[src/rtl/ctrl_pipe.sv]
// Control pipeline for a 5-stage core: decodes the ID instruction, detects
// load-use hazards and carries the control bundles through EX, MEM and WB.
module ctrl_pipe #(
    parameter int ENABLE_JUMP = 1,
    parameter int CNT_W       = 16
) (
    input  logic             clk,
    input  logic             rst,
    input  logic [6:0]       opcode,
    input  logic [4:0]       rs1,
    input  logic [4:0]       rs2,
    input  logic [4:0]       rd,
    input  logic             id_valid,
    input  logic             stall_ext,
    input  logic             flush,
    output logic             id_stall,
    output logic             id_illegal,
    output logic             ex_valid,
    output logic             ex_alu_src,
    output logic [1:0]       ex_alu_op,
    output logic             ex_branch,
    output logic             ex_jump,
    output logic [4:0]       ex_rd,
    output logic             mem_valid,
    output logic             mem_MemRead,
    output logic             mem_MemWrite,
    output logic [4:0]       mem_rd,
    output logic             wb_valid,
    output logic             wb_RegWrite,
    output logic             wb_MemtoReg,
    output logic             wb_link,
    output logic [4:0]       wb_rd,
    output logic [CNT_W-1:0] stall_cnt
);

    localparam logic [6:0] OP_R    = 7'b0110011;
    localparam logic [6:0] OP_IA   = 7'b0010011;
    localparam logic [6:0] OP_LD   = 7'b0000011;
    localparam logic [6:0] OP_ST   = 7'b0100011;
    localparam logic [6:0] OP_BR   = 7'b1100011;
    localparam logic [6:0] OP_JAL  = 7'b1101111;
    localparam logic [6:0] OP_JALR = 7'b1100111;

    // Control word layout: {reg_write, mem_to_reg, mem_read, mem_write,
    // alu_src, branch, jump, link, alu_op[1:0]}
    localparam int C_RW  = 9;
    localparam int C_M2R = 8;
    localparam int C_MR  = 7;
    localparam int C_MW  = 6;
    localparam int C_SRC = 5;
    localparam int C_BR  = 4;
    localparam int C_JMP = 3;
    localparam int C_LNK = 2;

    logic [9:0] dec_ctrl;
    logic       dec_legal;
    logic       rs1_used;
    logic       rs2_used;
    logic       hazard;
    logic       issue;

    logic [9:0] ex_ctrl;
    logic       mem_reg_write;
    logic       mem_mem_to_reg;
    logic       mem_link;

    always_comb begin
        dec_ctrl  = '0;
        dec_legal = 1'b0;
        case (opcode)
            OP_R:    begin dec_ctrl = 10'b1000000010; dec_legal = 1'b1; end
            OP_IA:   begin dec_ctrl = 10'b1000100011; dec_legal = 1'b1; end
            OP_LD:   begin dec_ctrl = 10'b1110100000; dec_legal = 1'b1; end
            OP_ST:   begin dec_ctrl = 10'b0001100000; dec_legal = 1'b1; end
            OP_BR:   begin dec_ctrl = 10'b0000010001; dec_legal = 1'b1; end
            OP_JAL: begin
                if (ENABLE_JUMP != 0) begin
                    dec_ctrl  = 10'b1000001100;
                    dec_legal = 1'b1;
                end
            end
            OP_JALR: begin
                if (ENABLE_JUMP != 0) begin
                    dec_ctrl  = 10'b1000101100;
                    dec_legal = 1'b1;
                end
            end
            default: begin
                dec_ctrl  = '0;
                dec_legal = 1'b0;
            end
        endcase
    end

    // jal has no rs1 operand; only R, store and branch actually read rs2
    always_comb begin
        rs1_used   = (opcode != OP_JAL);
        rs2_used   = (opcode == OP_R) || (opcode == OP_ST) || (opcode == OP_BR);
        hazard     = id_valid && ex_valid && ex_ctrl[C_MR] && (ex_rd != 5'd0) &&
                     (((ex_rd == rs1) && rs1_used) || ((ex_rd == rs2) && rs2_used));
        id_stall   = hazard && !flush && !stall_ext;
        id_illegal = id_valid && !dec_legal;
        issue      = id_valid && !flush && !hazard && dec_legal;
    end

    assign ex_alu_src = ex_ctrl[C_SRC];
    assign ex_alu_op  = ex_ctrl[1:0];
    assign ex_branch  = ex_ctrl[C_BR];
    assign ex_jump    = ex_ctrl[C_JMP];

    // Bubbles carry an all-zero bundle, so nothing downstream needs a valid gate
    always_ff @(posedge clk or posedge rst) begin
        if (rst) begin
            ex_valid       <= 1'b0;
            ex_ctrl        <= '0;
            ex_rd          <= '0;
            mem_valid      <= 1'b0;
            mem_reg_write  <= 1'b0;
            mem_mem_to_reg <= 1'b0;
            mem_link       <= 1'b0;
            mem_MemRead    <= 1'b0;
            mem_MemWrite   <= 1'b0;
            mem_rd         <= '0;
            wb_valid       <= 1'b0;
            wb_RegWrite    <= 1'b0;
            wb_MemtoReg    <= 1'b0;
            wb_link        <= 1'b0;
            wb_rd          <= '0;
        end else if (!stall_ext) begin
            ex_valid       <= issue;
            ex_ctrl        <= issue ? dec_ctrl : 10'd0;
            ex_rd          <= issue ? rd : 5'd0;
            mem_valid      <= ex_valid;
            mem_reg_write  <= ex_ctrl[C_RW];
            mem_mem_to_reg <= ex_ctrl[C_M2R];
            mem_link       <= ex_ctrl[C_LNK];
            mem_MemRead    <= ex_ctrl[C_MR];
            mem_MemWrite   <= ex_ctrl[C_MW];
            mem_rd         <= ex_rd;
            wb_valid       <= mem_valid;
            wb_RegWrite    <= mem_reg_write;
            wb_MemtoReg    <= mem_mem_to_reg;
            wb_link        <= mem_link;
            wb_rd          <= mem_rd;
        end
    end

    always_ff @(posedge clk or posedge rst) begin
        if (rst) begin
            stall_cnt <= '0;
        end else if (id_stall && (stall_cnt != {CNT_W{1'b1}})) begin
            stall_cnt <= stall_cnt + CNT_W'(1);
        end
    end

endmodule

[config.mk]
export PLATFORM = sky130hd
export DESIGN_NAME = ctrl_pipe
export DESIGN_NICKNAME = d
export VERILOG_FILES = /design/src/rtl/ctrl_pipe.sv
export SDC_FILE = /design/constraint.sdc
export NUM_CORES = 1
export LEC_CHECK = 0
export BUFFER_PORTS_ARGS = -buffer_cell sky130_fd_sc_hd__buf_2
export CAP_MARGIN = 10
export CORE_AREA = 3 3 72 74
export DETAILED_ROUTE_END_ITERATION = 16
export DIE_AREA = 0 0 75 77
export PLACE_DENSITY = 0.83
export SLEW_MARGIN = 20
export SYNTH_ARGS = -nofsm -noshare
export SYNTH_HDL_FRONTEND = slang
export SYNTH_SLANG_ARGS = --single-unit
export TNS_END_PERCENT = 1
[constraint.sdc]
create_clock -name clk -period 2.5 [get_ports clk]
set_clock_uncertainty 0.2 [all_clocks]
set_input_delay 0.125 -clock clk [delete_from_list [all_inputs] [get_ports clk]]
set_output_delay 0.125 -clock clk [all_outputs]
set_load 0.02 [all_outputs]
Word-level counts from Yosys, hierarchy flattened. Index checks and enable logic that the tools add are counted.

$add $sub $neg: 1. Eq/ne operators: 11. Mux-type cells: 4. Reductions and logical operators: 22.

Operators by type and width (count): $pmux W10 S7 (1); $eq A7 B7 Y1 const B (3); $add A16 B1 Y16 const B (1); $ne A16 B16 Y1 const B (1); $eq A7 B6 Y1 const B (2); $logic_and A1 B1 Y1 (13); $eq A5 B5 Y1 (2); $mux W10 (1); $eq A7 B2 Y1 const B (1); $eq A7 B5 Y1 const B (1); $ne A7 B7 Y1 const B (1); $reduce_or A7 Y1 (1); $mux W5 (1); $reduce_bool A5 Y1 (1); $logic_not A1 Y1 (4); $logic_or A1 B1 Y1 (3); $mux W1 (1).

Register bits after elaboration: 52. Output and inout bits: 46. Word-level logic and storage cells: 54.

Longest topological paths before layout. Gate-level depths: netlist of the first run.

Word-level depth: 10. Depth in mapped cells: 7. Depth with buffers taken out: 7.

Worst setup path before layout of the first run. No wires, ideal clock.

Path type: register to register. Start: reg ex_rd[0]. End: reg stall_cnt[9]. Library setup time: 0.125 ns. Arrival time: 2.008 ns. Required time: 2.175 ns. Setup slack: 0.167 ns. Cell stages (with the launch flop): 7. Path buffers: 0. Clock period less this slack: 2.333 ns. Cells stage by stage: dfrtp_1 xnor2_1 nand4_1 or4_4 a21o_1 nor3_1 mux2_2.

Longest elaborated chain between the ends: 7. Elaborated cells between the ends (all ways): 11. Classes of those cells: eq/ne: 2; reduce/logical: 9.

Ends and longest elaborated chain: start, declared (line 23) `output logic [4:0] ex_rd,`; start signal, assigned (line 132) `ex_rd <= issue ? rd : 5'd0;`; $eq A5 B5 Y1 (line 100) `(((ex_rd == rs1) && rs1_used) || ((ex_rd == rs2) && rs2_used));`; $logic_and A1 B1 Y1 (line 100); $logic_or A1 B1 Y1 (line 100); $logic_and A1 B1 Y1 (*) (line 99) `hazard = id_valid && ex_valid && ex_ctrl[C_MR] && (ex_rd != 5'd0) &&`; $logic_and A1 B1 Y1 (*) (2 in a row) (line 101) `id_stall = hazard && !flush && !stall_ext;`; $logic_and A1 B1 Y1 (*) (line 151) `end else if (id_stall && (stall_cnt != {CNT_W{1'b1}})) begin`; end signal, assigned (line 152) `stall_cnt <= stall_cnt + CNT_W'(1);`; end, declared (line 33) `output logic [CNT_W-1:0] stall_cnt`.

Mark *: on every way between the ends. The rest lies on a longest branch, timed or not. A chain may end at the register's enable or synchronous reset.

Worst setup path after layout of the first run. Ends and elaborated chain as after synthesis.

==> flow_summary_export.csv, run 1 <==
group,metric,value,unit
outcome,status,"complete, no violations",
clock_tree,htree_levels,2,
final_layout,nets,324,
min_path,hp-class,"in2reg",
final_layout,syn_to_final_growth,29.17,%
drt,vias_per_cell,5.399,
synth,syn_area_per_cell,11.30,um^2
critical_path,arrival,2400,ps
final_layout,instances_no_fill,351,
synth,synthTopCellsByCount,"dfrtp_1, nand2_1, mux2_2",
die,core_area,0.004661,mm^2
final_layout,drive_gt1_frac,0.4040,
final_layout,utilization,0.6360,
synth,synth_edf_count,0,
grt,grt_max_degree,50,
clock_tree,clk_pin_slew,80,ps
critical_path,r2r_start,"ex_rd[0]",
timing,period_minus_slack,2406,ps
placed_design,dp.cells,330,
critical_path,r2r_slack,90,ps
synth,ys_async_sr_fraction,1.000,
synth,ys_seq_area_frac,0.5344,
synth,yosysMostFrequentCell,"dfrtp_1",
min_path,holdPathStages,4,
drt,drc,0,
die,fp.dieW,75,um
placed_design,gp_congestion,0.7877,
die,die_h,77,um
min_path,min_to,"ex_ctrl[4]",
timing,slew_viol_final,0,
critical_path,critical_path_class,"reg2reg",
final_layout,n_antenna_cell,0,
drt,first_pass_iters,4,
synth,synth_cell_type_count,38,
critical_path,cp.required,2490,ps
timing,fin_hold_ws,35.12,ps
timing,tightest_slew,596.7,ps
clock_tree,clock_sinks,49,
drt,vias,1895,
grt,track_usage,0.1960,
die,io_pins,73,
clock_tree,cts_tree,"yes",
pwr,peakVddDrop,0.3414,mV
grt,grt_pass1_vias,1896,
timing,rsz0062_at_grt,"no",
critical_path,slowest_delay,550,ps
synth,ys_top_cells_by_area,"dfrtp_1, mux2_2, xnor2_1",
timing,fin_ws,93.95,ps
final_layout,n_fill_cell,379,
critical_path,cp-end-kind,"flop",
clock_tree,numCtsBuffers,5,
grt,grt-ovfl-total,0,
clock_tree,clk_path_buf_depth,2,
timing,period_share,0.9624,
placed_design,place_ws,136.5,ps
critical_path,crit_path_start,"ex_rd[0]",
flow_run,max_cap_violations,0,
clock_tree,cts-root-buf,"clkbuf_8",
critical_path,reg2reg_depth,7,
drt,wire_per_inst,14.71,um
drt,antenna_left,0,
timing,max_freq,415.6,MHz
synth,synth_top_area_frac,0.5344,
timing,tns,0,ps
critical_path,crit_chain,"xnor2_2, nand4_1, or4_4, a21o_1, buf_4, nor3_1, mux2_2",
synth,synthCells,203,
synth,synth-warning-count,0,
drt,drt_wl_total,5164,um
grt,antenna_found_initial,0,
die,die_area,0.005775,mm^2
final_layout,final-seq-area,0.001227,mm^2
timing,hold_viol_final,0,
critical_path,start_kind,"flop",
pwr,leakagePower,0.001582,uW
timing,finalSetupViolations,0,
synth,synthesis.nets,231,
placed_design,hpwl,3753,um
clock_tree,worst_skew_pair.late_latency,300,ps
min_path,worstHoldStart,"flush",
synth,ys_seq_elements,49,
timing,maxSlewHeadroom,0.6022,
synth,ys.flop_type,"dfrtp_1",
die,start_util,0.4923,
pwr,p_per_area,456.6,mW/mm^2
die,rows,25,
synth,yosys.area.top_type,"dfrtp_1",
critical_path,r2r-end,"stall_cnt[9]",
grt,grt_pass1_wl,8714,um
critical_path,critPathMaxFanout,3,
synth,netlist_area,0.002295,mm^2
placed_design,numPortBuffers,72,
drt,drt-initial-drc-count,119,
critical_path,critPathSlowestCell,"or4_4",
final_layout,multi_input_area,0.001016,mm^2
-- layout by cell type (no fill, tap or decap), types with 2 or more instances in the layout --
cell type      Yosys  routed
buf_2              0      71
dfrtp_1           49      48
nand2_1           25      25
mux2_2            20      20
xnor2_1           15      14
dlygate4sd3_1      0      11
buf_4              2      10
o21ai_0            9       9
nand4_1            8       8
xor2_1             8       8
nor3_1             7       7
nor2_1             6       6
nand3_1            5       5
a21oi_1            5       5
a22o_1             5       5
clkbuf_8           0       5
inv_1              5       4
and3_1             3       3
o31ai_1            3       3
nand2b_1           2       2
nor3b_1            2       2
a21o_1             2       2
and2_1             2       2
clkinv_2           0       2
-- worst max-delay path, delay by kind of cell (launching register included) --
kind / cells / cell delay [ps]
buffers and inverters: 1 / 130
XOR/XNOR: 1 / 150
AND/OR/NAND/NOR: 3 / 820
flip-flops: 1 / 430
AO/OA/AOI/OAI: 1 / 220
multiplexers: 1 / 350
-- cell families (layout without fill, tap and decap cells) --
kind of cell    Yosys count  count (layout)  share of synthesized area
compound gates           29              29                    0.08560
xor+xnor                 23              23                    0.08779
fa+ha+maj                 1               1                   0.005452
buf+inv                  12             106                    0.02617
flops                    49              49                     0.5344
mux                      20              20                    0.09815
simple gates             69              69                     0.1625
-- how the worst max path moves through the flow --
stage / depth (start not counted) / end
2_1_floorplan: 6 / stall_cnt[9]
6_report: 7 / stall_cnt[9]
3_5_place_dp: 7 / stall_cnt[13]
5_1_grt: 7 / id_stall
3_3_place_gp: 6 / stall_cnt[9]
4_1_cts: 7 / id_stall
-- what timing repair did --
action                     in CTS  in global routing
pin swaps                       0                  1
hold buffers                   11                  0
setup endpoints to repair       1                  1
hold endpoints to repair       59                  0
buffers inserted                1                  1
resized for setup               1                  3
-- cell type report --
cell class,instances,area share
Multi-Input combinational cell,142,0.3428
Inverter,5,0.006332
Timing Repair Buffer,93,0.1862
Sequential cell,49,0.4141
Tap cell,54,0.02279
Clock inverter,2,0.003377
Clock buffer,6,0.02448
-- metrics by stage --
stage / total power, uW / instance area (um^2)
detailed placement: 910.8 / 2741
finish: 1353 / 2964
global route: 1419 / 2964
CTS: 1361 / 2943
global placement: 910.1 / 2741
floorplan: 867.5 / 2295
-- flip-flops by register name, summed over array words and instances, names as in the netlist, 5 cells and up --
| name | count |
|---|---|
| ex_ctrl | 8 |
| ex_rd | 5 |
| mem_rd | 5 |
| stall_cnt | 16 |
| wb_rd | 5 |
-- power by group --
part / switching, uW / total, uW / internal (uW)
Sequential: 2.63 / 798 / 796
Clock: 251 / 445 / 194
Combinational: 59.8 / 110 / 50.1
-- per-layer routing --
| layer | vias to the layer above | GRT usage | wire (um) |
|---|---|---|---|
| li1 | 898 | - | - |
| met5 | - | 0 | 0 |
| met2 | 62 | 0.3092 | 2562 |
| met1 | 925 | 0.2560 | 2194 |
| met4 | 0 | 0.07473 | 106 |
| met3 | 10 | 0.04849 | 300 |
Power figures use the tool's default switching activity.
==> inputs of run 2 (changes only) <==
ABC_AREA = 1   (was default)
CORE_AREA = 3 3 75 77   (was 3 3 72 74)
CTS_CLUSTER_SIZE = 24   (was default)
DIE_AREA = 0 0 78 80   (was 0 0 75 77)
==> flow_summary_export.csv, run 2 <==
group,metric,value,unit
critical_path,arrival,1720,ps
timing,rsz0062_at_grt,"no",
synth,synth-warning-count,0,
timing,period_minus_slack,2041,ps
synth,synthTopCellsByCount,"nand2_1, dfrtp_1, inv_1",
clock_tree,clk_path_buf_depth,2,
drt,antenna_left,0,
flow_run,max_cap_violations,0,
critical_path,critical_path_class,"in2out",
pwr,combPwrFrac,0.072,
timing,max_freq,490.0,MHz
critical_path,cp.required,2170,ps
placed_design,numPortBuffers,72,
die,start_util,0.5035,
placed_design,place_ws,551.3,ps
pwr,p_int,1162,uW
final_layout,instances_no_fill,484,
drt,drt_wl_total,6315,um
clock_tree,clock_sinks,49,
pwr,p_sw_frac,0.2254,
critical_path,r2r_start,"stall_cnt[0]",
placed_design,dp.cells,465,
final_layout,nets,441,
synth,netlist_area,0.002555,mm^2
drt,first_pass_iters,5,
critical_path,r2r-end,"stall_cnt[1]",
final_layout,n_antenna_cell,0,
clock_tree,numCtsBuffers,5,
drt,vias_per_cell,4.994,
timing,maxSlewHeadroom,0.6307,
timing,hold_viol_final,0,
min_path,hp-class,"in2reg",
placed_design,gp_congestion,0.9168,
die,fp.dieW,78,um
final_layout,most-common-layout-cells,"nand2_1, buf_2, dfrtp_1",
drt,vias,2417,
synth,ys_async_sr_fraction,1.000,
min_path,min_to,"ex_ctrl[3]",
critical_path,reg2reg_depth,7,
grt,grt_max_degree,36,
die,core_area,0.005075,mm^2
critical_path,r2r_slack,510,ps
synth,yosys.area.top_type,"dfrtp_1",
final_layout,top_regs,"stall_cnt x16, ex_ctrl x8",
min_path,holdPathStages,3,
grt,grt_pass1_vias,2214,
critical_path,cp-end-kind,"output port",
drt,drc,0,
die,io_pins,73,
clock_tree,cts_resized,0,
pwr,p_sw,338.1,uW
clock_tree,cts_tree,"yes",
placed_design,hpwl,4531,um
grt,grt-ovfl-total,0,
final_layout,n_fill_cell,462,
grt,grt_pass1_wl,10500,um
clock_tree,htree_levels,2,
clock_tree,cts-root-buf,"clkbuf_8",
outcome,status,"complete, no violations",
synth,synth_cell_type_count,30,
synth,synthCells,330,
drt,wire_per_inst,13.05,um
final_layout,syn_to_final_growth,24.78,%
clock_tree,worst_skew_pair.late_latency,310,ps
grt,track_usage,0.2119,
clock_tree,clk_pin_slew,90,ps
synth,ys_top_cells_by_area,"dfrtp_1, nand2_1, inv_1",
grt,antenna_found_initial,0,
synth,ys.flop_type,"dfrtp_1",
synth,synthesis.nets,358,
critical_path,start_kind,"input port",
pwr,p_per_area,470.5,mW/mm^2
pwr,power_frac_seq,0.531,
final_layout,mostFrequentLayoutCell,"nand2_1",
synth,yosysMostFrequentCell,"nand2_1",
pwr,peakVddDrop,0.2427,mV
timing,fin_hold_ws,29.27,ps
pwr,leakagePower,0.001824,uW
final_layout,largest_register_ffs,16,
final_layout,regMostFlops,"stall_cnt",
die,die_area,0.006240,mm^2
synth,synth_top_area_frac,0.4799,
die,die_h,80,um
min_path,worstHoldStart,"opcode[2]",
critical_path,critPathMaxFanout,5,
synth,ys_seq_elements,49,
timing,period_share,0.8163,
timing,tightest_slew,553.9,ps
timing,tns,0,ps
synth,ys_seq_area_frac,0.4799,
die,rows,26,
synth,synth_edf_count,0,
timing,slew_viol_final,0,
synth,syn_area_per_cell,7.742,um^2
timing,finalSetupViolations,0,
final_layout,drive_gt1_frac,0.2295,
timing,fin_ws,459.2,ps
pwr,clock_power_share,0.396,
drt,drt-initial-drc-count,195,
==> run 2: worst max-delay path by stage <==
stage | from | endpoint | slack [ps] | depth (start not counted)
floorplan | stall_cnt[0] | stall_cnt[2] | 600 | 9
global placement | stall_cnt[0] | stall_cnt[10] | 640 | 7
detailed placement | stall_cnt[0] | stall_cnt[15] | 550 | 7
CTS | opcode[3] | id_stall | 470 | 10
global route | opcode[3] | id_stall | 300 | 10
finish | opcode[3] | id_stall | 460 | 10
==> run 2: what timing repair did <==
| action | 4_1_cts | 5_1_grt |
|---|---|---|
| setup buffers | 0 | 0 |
| hold buffers | 11 | 0 |
| endpoints found under the hold margin | 29 | 0 |
==> run 2: final cells by class <==
class / count / area, um^2 / share of cell area
repair buffers: 85 / 485.5 / 0.1523
clock buffers: 6 / 82.58 / 0.02590
inverters: 38 / 142.6 / 0.04474
well taps: 70 / 87.58 / 0.02747
clock inverters: 2 / 37.54 / 0.01177
flip-flops and latches: 49 / 1226 / 0.3846
multi-input cells: 234 / 1126 / 0.3532
==> run 2: power groups by stage <==
| stage | sequential (uW) | clock [uW] | combinational (uW) |
|---|---|---|---|
| after CTS | 797 | 603 | 109 |
| after detailed placement | 813 | 0 | 96.2 |
| after global placement | 813 | 0 | 94.6 |
| final | 797 | 594 | 109 |
| after floorplan | 817 | 0 | 50.2 |
| after global routing | 798 | 643 | 122 |
==> run 2: critical path: stages <==
cell           delay [ps]
dlygate4sd3_1         540
buf_2                 130
nor2_1                 80
nand2_1               110
a21oi_1               160
nand3_1               120
nand2_2               110
nand3_2               110
inv_1                  70
buf_2                 150
==> run 2: through the flow <==
stage	power [uW]	area (um^2)	util
3_5_place_dp	909.2	2958	0.5828
4_1_cts	1509	3188	0.6282
3_3_place_gp	907.4	2958	0.5828
5_1_grt	1562	3188	0.6282
2_1_floorplan	867.0	2555	-
6_report	1500	3188	0.6282
==> run 2: kinds of logic after synthesis <==
logic type | synth area share
AND/OR/NAND/NOR | 0.3159
adder cells (fa/ha/maj) | 0.004896
AO/OA/AOI/OAI | 0.06513
XOR/XNOR | 0.05485
flip-flops | 0.4799
buffers and inverters | 0.07933
==> run 2: routing by layer <==
metal / GRT usage / up-vias / routed length [um]
li1: - / 1198 / -
met1: 0.2790 / 1122 / 2756
met2: 0.3579 / 91 / 3117
met3: 0.04628 / 6 / 384
met4: 0.04895 / 0 / 57
met5: 0 / - / 0
==> inputs of run 3 (changes only) <==
ABC_AREA = 0   (was 1)
CORE_AREA = 3 3 76 78   (was 3 3 75 77)
DIE_AREA = 0 0 79 81   (was 0 0 78 80)
PLACE_DENSITY = 0.79   (was 0.83)
clock period = 1.7 ns   (was 2.5 ns; I/O delays follow)
==> flow_summary_export.csv, run 3 (synthesis results as in run 1) <==
group,metric,value,unit
timing,period_minus_slack,2360,ps
final_layout,nets,364,
pwr,peakVddDrop,0.5126,mV
grt,track_usage,0.1939,
timing,hold_viol_final,0,
clock_tree,clk_path_buf_depth,2,
placed_design,numPortBuffers,72,
final_layout,drive_gt1_frac,0.5341,
timing,max_freq,423.7,MHz
die,die_h,81,um
critical_path,cp-endpoint,"stall_cnt[14]",
final_layout,mostFrequentLayoutCell,"buf_2",
die,io_pins,73,
timing,fin_hold_ws,18.60,ps
critical_path,reg2reg_depth,8,
final_layout,largest_register_ffs,16,
critical_path,r2r-end,"stall_cnt[14]",
die,die_area,0.006399,mm^2
critical_path,critical_path_class,"reg2reg",
die,core_area,0.005140,mm^2
critical_path,cp-end-kind,"flop",
clock_tree,worst_skew_pair.late_latency,310,ps
timing,rsz0062_at_grt,"yes",
grt,grt_max_degree,50,
drt,vias,2068,
drt,first_pass_iters,4,
critical_path,arrival,2390,ps
clock_tree,clk_pin_slew,100,ps
grt,grt_pass1_vias,2050,
final_layout,utilization,0.6687,
critical_path,critPathMaxFanout,3,
final_layout,top_regs,"stall_cnt x16, ex_ctrl x8",
min_path,hp-class,"in2reg",
clock_tree,cts-root-buf,"clkbuf_8",
final_layout,instances_no_fill,407,
timing,slew_viol_final,0,
timing,maxSlewHeadroom,0.7059,
clock_tree,htree_levels,2,
drt,vias_per_cell,5.081,
clock_tree,cts_tree,"yes",
die,fp.dieW,79,um
drt,antenna_left,0,
pwr,p_per_area,614.1,mW/mm^2
critical_path,cp.required,1730,ps
grt,antenna_found_initial,0,
grt,grt_pass1_wl,9646,um
placed_design,hpwl,4230,um
final_layout,n_antenna_cell,0,
outcome,status,"complete, but fails checks",
die,rows,26,
flow_run,max_cap_violations,0,
placed_design,dp.cells,384,
clock_tree,clock_sinks,49,
die,start_util,0.4464,
drt,wire_per_inst,14.90,um
timing,tightest_slew,441.2,ps
final_layout,most-common-layout-cells,"buf_2, buf_4, dfrtp_1",
pwr,leakagePower,0.001837,uW
final_layout,syn_to_final_growth,49.78,%
drt,drt_wl_total,6066,um
timing,tns,-14090,ps
final_layout,n_fill_cell,393,
critical_path,start_kind,"flop",
critical_path,crit_path_start,"ex_rd[0]",
critical_path,r2r_slack,-660,ps
timing,fin_ws,-659.9,ps
drt,drt-initial-drc-count,96,
timing,period_share,1.388,
placed_design,gp_congestion,0.8560,
outcome,violations,"negative setup slack",
critical_path,r2r_start,"ex_rd[0]",
final_layout,regMostFlops,"stall_cnt",
clock_tree,numCtsBuffers,5,
drt,drc,0,
timing,finalSetupViolations,31,
grt,grt-ovfl-total,0,
## run 3: stage by stage
| step | power [uW] | setup WS, ps | instance area [um^2] |
|---|---|---|---|
| finish | 2111 | -659.9 | 3437 |
| global route | 2192 | -753.0 | 3437 |
| CTS | 2116 | -645.9 | 3371 |
| detailed placement | 1361 | -555.5 | 3087 |
| global placement | 1356 | -468.8 | 3087 |
| floorplan | 1276 | -495.9 | 2322 |
## run 3: power by group
part	switching (uW)	internal (uW)	total (uW)
registers	3.71	1170	1170
clock network	410	335	746
logic	97.9	93.0	191
## run 3: how the worst min path moves through the flow
stage                    from         end  slack [ps]  cells after the start
global placement          rst    wb_rd[3]         -60                      3
finish              opcode[2]  ex_ctrl[3]          20                      4
global route            flush  ex_ctrl[4]          40                      5
CTS                 opcode[2]  ex_ctrl[3]         -10                      4
detailed placement        rst    wb_rd[3]         -50                      3
floorplan           opcode[5]  ex_ctrl[8]         -20                      1
## run 3: routing by layer
metal	wire [um]	share of wire	track usage
met5	0	0	0
met4	195	0.032	0.08935
met3	312	0.051	0.05100
met2	3120	0.51	0.3274
met1	2438	0.40	0.2325
## run 3: cell type report
type | instances | area, um^2 | share of cell area
inverters | 5 | 18.77 | 0.005460
clock inverters | 2 | 16.27 | 0.004732
repair buffers | 133 | 873.3 | 0.2541
clock buffers | 6 | 82.58 | 0.02403
multi-input cells | 142 | 1129 | 0.3284
flip-flops and latches | 49 | 1230 | 0.3578
well taps | 70 | 87.58 | 0.02548
## run 3: critical path, cell delays in order (launching register included)
cell and delay (ps):
dfrtp_2 430, xnor2_2 130, nand4_1 110, or4_4 560, a21o_1 200, buf_4 150
buf_4 150, nor3_4 160, xor2_1 180
## run 3: what timing repair did
action / 4_1_cts / 5_1_grt
hold buffers: 10 / 0
pin swaps: 8 / 9
endpoints found under the setup margin: 31 / 31
endpoints found under the hold margin: 59 / 0
gates resized for setup: 15 / 10
setup buffers: 3 / 2
